==> src/rtl/reg_port_arbiter.sv <==
// Round-robin arbiter sharing one register-file port between two requesters; reply 2 cycles after accept (1 for a bad address).
// req_ready is low outside IDLE; a response is held until its requester asserts rsp_ready.
module reg_port_arbiter #(
  parameter int ENTRIES    = 12,
  parameter int ADDR_WIDTH = $clog2(ENTRIES),
  parameter int DATA_WIDTH = 32
) (
  input  logic                    clk,
  input  logic                    rst_n,
  input  logic [1:0]              req_valid,
  output logic [1:0]              req_ready,
  input  logic [1:0]              req_we,
  input  logic [2*ADDR_WIDTH-1:0] req_addr,
  input  logic [2*DATA_WIDTH-1:0] req_wdata,
  output logic [1:0]              rsp_valid,
  input  logic [1:0]              rsp_ready,
  output logic                    rsp_err,
  output logic [DATA_WIDTH-1:0]   rsp_rdata,
  output logic                    system_reg_en,
  output logic                    system_reg_we,
  output logic [ADDR_WIDTH-1:0]   system_reg_addr,
  output logic [DATA_WIDTH-1:0]   system_reg_din,
  input  logic [DATA_WIDTH-1:0]   system_reg_dout
);

  typedef enum logic [1:0] {IDLE, ACCESS, RESP} state_t;

  typedef struct packed {
    logic                  we;
    logic [ADDR_WIDTH-1:0] addr;
    logic [DATA_WIDTH-1:0] wdata;
  } cmd_t;

  localparam logic [ADDR_WIDTH:0] ENTRIES_W = (ADDR_WIDTH+1)'(ENTRIES);

  state_t state;
  logic   last_grant;
  logic   winner;
  logic   grant;
  cmd_t   sel_cmd;
  logic   sel_in_range;

  // Lone requester wins; on a tie the one not served last time wins.
  always_comb begin
    grant = ~last_grant;
    if (req_valid == 2'b01) begin
      grant = 1'b0;
    end else if (req_valid == 2'b10) begin
      grant = 1'b1;
    end
  end

  always_comb begin
    sel_cmd = grant ? {req_we[1], req_addr[2*ADDR_WIDTH-1:ADDR_WIDTH], req_wdata[2*DATA_WIDTH-1:DATA_WIDTH]}
                    : {req_we[0], req_addr[ADDR_WIDTH-1:0], req_wdata[DATA_WIDTH-1:0]};
    sel_in_range = ({1'b0, sel_cmd.addr} < ENTRIES_W);
  end

  // Gated by rst_n so no handshake can be seen while reset is asserted.
  always_comb begin
    req_ready = 2'b00;
    if (state == IDLE && rst_n) begin
      req_ready = grant ? {req_valid[1], 1'b0} : {1'b0, req_valid[0]};
    end
  end

  always_ff @(posedge clk or negedge rst_n) begin
    if (!rst_n) begin
      state           <= IDLE;
      last_grant      <= 1'b1;
      winner          <= 1'b0;
      rsp_valid       <= 2'b00;
      rsp_err         <= 1'b0;
      rsp_rdata       <= '0;
      system_reg_en   <= 1'b0;
      system_reg_we   <= 1'b0;
      system_reg_addr <= '0;
      system_reg_din  <= '0;
    end else begin
      case (state)
        IDLE: begin
          if (|req_ready) begin
            last_grant <= grant;
            winner     <= grant;
            if (sel_in_range) begin
              state           <= ACCESS;
              system_reg_en   <= 1'b1;
              system_reg_we   <= sel_cmd.we;
              system_reg_addr <= sel_cmd.addr;
              system_reg_din  <= sel_cmd.wdata;
            end else begin
              state     <= RESP;
              rsp_valid <= grant ? 2'b10 : 2'b01;
              rsp_err   <= 1'b1;
              rsp_rdata <= '0;
            end
          end
        end
        ACCESS: begin
          state         <= RESP;
          system_reg_en <= 1'b0;
          system_reg_we <= 1'b0;
          rsp_valid     <= winner ? 2'b10 : 2'b01;
          rsp_err       <= 1'b0;
          rsp_rdata     <= system_reg_we ? '0 : system_reg_dout;
        end
        RESP: begin
          if (rsp_ready[winner]) begin
            state     <= IDLE;
            rsp_valid <= 2'b00;
            rsp_err   <= 1'b0;
            rsp_rdata <= '0;
          end
        end
        default: state <= IDLE;
      endcase
    end
  end

endmodule

==> config.mk <==
export PLATFORM = sky130hd
export DESIGN_NAME = reg_port_arbiter
export DESIGN_NICKNAME = d
export VERILOG_FILES = /design/src/rtl/reg_port_arbiter.sv
export SDC_FILE = /design/constraint.sdc
export NUM_CORES = 1
export LEC_CHECK = 0
export BUFFER_PORTS_ARGS = -buffer_cell sky130_fd_sc_hd__buf_2
export CORE_MARGIN = 1
export CORE_UTILIZATION = 46
export DETAILED_ROUTE_END_ITERATION = 8
export MAX_ROUTING_LAYER = met4
export PLACE_DENSITY = 0.78
export REMOVE_ABC_BUFFERS = 1
export SYNTH_ARGS = -nofsm -noshare
export SYNTH_HDL_FRONTEND = slang
export SYNTH_SLANG_ARGS = --single-unit
==> constraint.sdc <==
create_clock -name clk -period 2.4 [get_ports clk]
set_clock_uncertainty 0.15 [all_clocks]
set_input_delay 0.72 -clock clk [delete_from_list [all_inputs] [get_ports clk]]
set_output_delay 0.72 -clock clk [all_outputs]
set_load 0.01 [all_outputs]
==> impl_metrics.csv <==
group,metric,value,unit
worst_setup_path,ff2ff_path_depth,8,
sta,worst_slew_margin_rel,58.3,%
power,p_int,3.67,mW
clock_tree,clock_tree_from_tritoncts,"yes",
place,port-buffer-count,186,
place,place_worst_setup_slack,0.00306,ns
sta,timing.final.hold_violations,0,
sta,setup_viol,0,
layout,drive_above_1_share,41.0,%
grt,grt-ovfl-total,0,
worst_setup_path,start_kind,"flip-flop",
worst_setup_path,cp-end-kind,"output pin",
power,seq_power_share,36.3,%
floorplan,initial_utilization,48.2,%
logic_synthesis,avgSynthCellArea,10.5,µm²
worst_setup_path,critPathRequiredTime,1.53,ns
layout,area_used_by_sequential_logic_in_the_layout,1930,µm²
sta,finalHoldWorstSlack,0.281,ns
place,post-dp-hpwl,7.14,mm
clock_tree,post-cts-setup-buffers,0,
power,p_sw_share,37.9,%
power,switchingPower,2.24,mW
drt,route.detailed.wl_per_inst,14.2,µm
worst_setup_path,rrSetupSlack,0.30,ns
layout,diodes,0,
power,peakVddDrop,561,µV
power,cellPowerDensity,1170,nW/µm²
drt,postRouteAntennaNets,0,
grt,grt_util_all_layers,23.2,%
layout,multiInputGateArea,1550,µm²
logic_synthesis,synthDominantCellAreaShare,50.2,%
drt,post-route-drc-count,0,
clock_tree,clkTransAtPathRegs,0.08,ns
sta,achievable-frequency,439,MHz
logic_synthesis,ys_top_cells_by_area,"sky130_fd_sc_hd__dfrtp_1 (50%), sky130_fd_sc_hd__mux2i_1 (19%), sky130_fd_sc_hd__nand3_1 (5.4%)",
hold_path,min-delay-path-class,"primary input to asynchronous set/reset pin",
logic_synthesis,ys.warnings.count,0,
grt,antenna_found_initial,0,
worst_setup_path,setup.worst_path.start,"state[1]",
clock_tree,cts_htree_levels,3,
floorplan,die_height,92.7,µm
worst_setup_path,crit_type,"flip-flop to output pin",
drt,totalWireLength,9.33,mm
worst_setup_path,critPathMaxFanout,5,
sta,final_critical_path_setup_slack,0.122,ns
logic_synthesis,post_synth_instance_area,3790,µm²
clock_tree,clock_path_buffers,2,
drt,via_density_per_instance,5.07,
layout,design.final.nets,665,
logic_synthesis,yosys.cell_types.count,32,
logic_synthesis,netlist_instances,362,
floorplan,core_area,7850,µm²
drt,detailedRoute.firstPassIterationCount,4,
clock_tree,cts.root.buffer_cell,"sky130_fd_sc_hd__clkbuf_8",
logic_synthesis,synth_sequential_area_ratio,50.9,%
sta,finalCriticalPeriod,2.28,ns
clock_tree,clock_latency,0.34,ns
status,run_status,"finished clean",
sta,unrepaired_setup_endpoints_after_global_routing,"false",
layout,syn2layout_area_growth,33.6,%
clock_tree,clkSinkCount,77,
drt,dr.first_iter.drc_count,92,
logic_synthesis,netlist.top_cell.by_area,"sky130_fd_sc_hd__dfrtp_1",
logic_synthesis,ys_seq_elements,77,
clock_tree,tritoncts.num_buffers,9,
worst_setup_path,regToRegEndpoint,"system_reg_din[29]",
drt,route.vias.total,3328,
worst_setup_path,critical_path.reg2reg.startpoint,"state[1]",
layout,most-common-layout-cells,"sky130_fd_sc_hd__buf_2 (185), sky130_fd_sc_hd__dfrtp_1 (76), sky130_fd_sc_hd__mux2i_1 (71)",
floorplan,core.rowCount,32,
layout,fill_cells,618,
layout,mostFrequentLayoutCell,"sky130_fd_sc_hd__buf_2",
grt,grt_max_degree,52,
sta,worst-slew-pin-transition,0.625,ns
place,gp_congestion,0.876,
power,total_leakage_power,2.77,nW
worst_setup_path,arrival,1.41,ns
grt,vias_in_the_first_global_route,3253,
worst_setup_path,cp-endpoint,"req_ready[1]",
floorplan,die_w,92.7,µm
job,drv_cap,0,
power,combinationalPowerShare,45.9,%
grt,grt_pass1_wl,15.3,mm
sta,period_share,94.9,%
floorplan,die-area,8600,µm²
power,clock_power_share,17.8,%
floorplan,io_pins,187,
sta,max_slew_violations,0,
[per-layer routing]
layer	global-route usage, %	up-vias	share of wire (%)
li1	-	1604	-
met5	-	-	0
met2	36.9	167	46
met3	4.93	16	7.6
met4	8.72	0	1.8
met1	29.4	1541	44
[Yosys cell counts]
cell type	number
sky130_fd_sc_hd__a211oi_1	1
sky130_fd_sc_hd__a21o_1	1
sky130_fd_sc_hd__a21oi_1	2
sky130_fd_sc_hd__a221o_1	1
sky130_fd_sc_hd__a22o_1	1
sky130_fd_sc_hd__a32oi_1	2
sky130_fd_sc_hd__and2_1	2
sky130_fd_sc_hd__buf_12	3
sky130_fd_sc_hd__buf_2	10
sky130_fd_sc_hd__buf_6	3
sky130_fd_sc_hd__clkbuf_1	5
sky130_fd_sc_hd__dfrtp_1	76
sky130_fd_sc_hd__dfstp_2	1
sky130_fd_sc_hd__dlygate4sd1_1	3
sky130_fd_sc_hd__ha_1	4
sky130_fd_sc_hd__inv_1	39
sky130_fd_sc_hd__mux2_4	1
sky130_fd_sc_hd__mux2i_1	71
sky130_fd_sc_hd__nand2_1	38
sky130_fd_sc_hd__nand2_2	1
sky130_fd_sc_hd__nand3_1	41
sky130_fd_sc_hd__nand4_1	2
sky130_fd_sc_hd__nor2_1	3
sky130_fd_sc_hd__nor4_2	1
sky130_fd_sc_hd__o211a_1	1
sky130_fd_sc_hd__o211ai_1	2
sky130_fd_sc_hd__o211ai_2	1
sky130_fd_sc_hd__o21ai_0	7
sky130_fd_sc_hd__o21ai_1	36
sky130_fd_sc_hd__o21ba_2	1
sky130_fd_sc_hd__o21bai_2	1
sky130_fd_sc_hd__o31a_1	1
[flip-flops by register name, indices dropped and copies added (netlist names)]
register,cells
system_reg_en,1
system_reg_din,32
system_reg_addr,4
rsp_err,1
rsp_rdata,32
winner,1
system_reg_we,1
last_grant,1
state,2
rsp_valid,2
[stage by stage]
step / setup TNS [ns] / cells / power, mW / util (%) / instance area [µm²]
floorplan: -46.07 / 338 / 3.75 / - / 3600
CTS: 0 / 656 / 5.95 / 64.3 / 5040
global placement: 0 / 640 / 4.78 / 61.5 / 4830
detailed placement: 0 / 640 / 4.88 / 61.5 / 4830
finish: 0 / 656 / 5.92 / 64.5 / 5060
global route: 0 / 656 / 6.33 / 64.5 / 5060
[worst max-delay path, stage by stage (launching register included)]
cell and delay, ns:
sky130_fd_sc_hd__dfrtp_1 0.40, sky130_fd_sc_hd__inv_1 0.14, sky130_fd_sc_hd__ha_4 0.18, sky130_fd_sc_hd__nand3_1 0.11, sky130_fd_sc_hd__nor2_2 0.11, sky130_fd_sc_hd__buf_2 0.14
[layout make-up]
class / instances / area share, %
clock buffer: 11 / 2.60
clock inverter: 5 / 1.68
inverter: 39 / 2.89
multi-input combinational: 222 / 30.7
sequential: 77 / 38.1
tap: 102 / 2.52
timing repair buffer: 200 / 21.5
[power groups by stage]
| stage | sequential [mW] | clock (mW) | combinational (mW) |
|---|---|---|---|
| 6_report | 2.15 | 1.05 | 2.72 |
| 3_3_place_gp | 2.15 | 0 | 2.62 |
| 5_1_grt | 2.21 | 1.14 | 2.98 |
| 4_1_cts | 2.15 | 1.08 | 2.71 |
| 2_1_floorplan | 2.38 | 0 | 1.37 |
| 3_5_place_dp | 2.17 | 0 | 2.71 |
[how the worst min path moves through the flow]
stage	from	end	cells past startpoint
floorplan	rst_n	rsp_err	0
detailed placement	system_reg_addr[1]	system_reg_addr[1]	2
global placement	system_reg_din[9]	system_reg_din[9]	2
finish	rst_n	system_reg_din[17]	2
global route	rst_n	system_reg_din[8]	2
CTS	rst_n	system_reg_din[4]	2
[kinds of logic after synthesis]
kind of cell | count (synthesis) | synth area share (%)
fa+ha+maj | 4 | 1.32
buf+inv | 63 | 8.86
flops | 77 | 50.9
compound gates | 58 | 9.09
mux | 72 | 19.2
simple gates | 88 | 10.6
[what timing repair did]
item	4_1_cts	5_1_grt
hold endpoints to repair	0	0
pin swaps	0	0
gates resized for setup	1	4
setup endpoints to repair	2	2
hold buffers	0	0
Note: power is estimated with default switching activity, not from simulation.
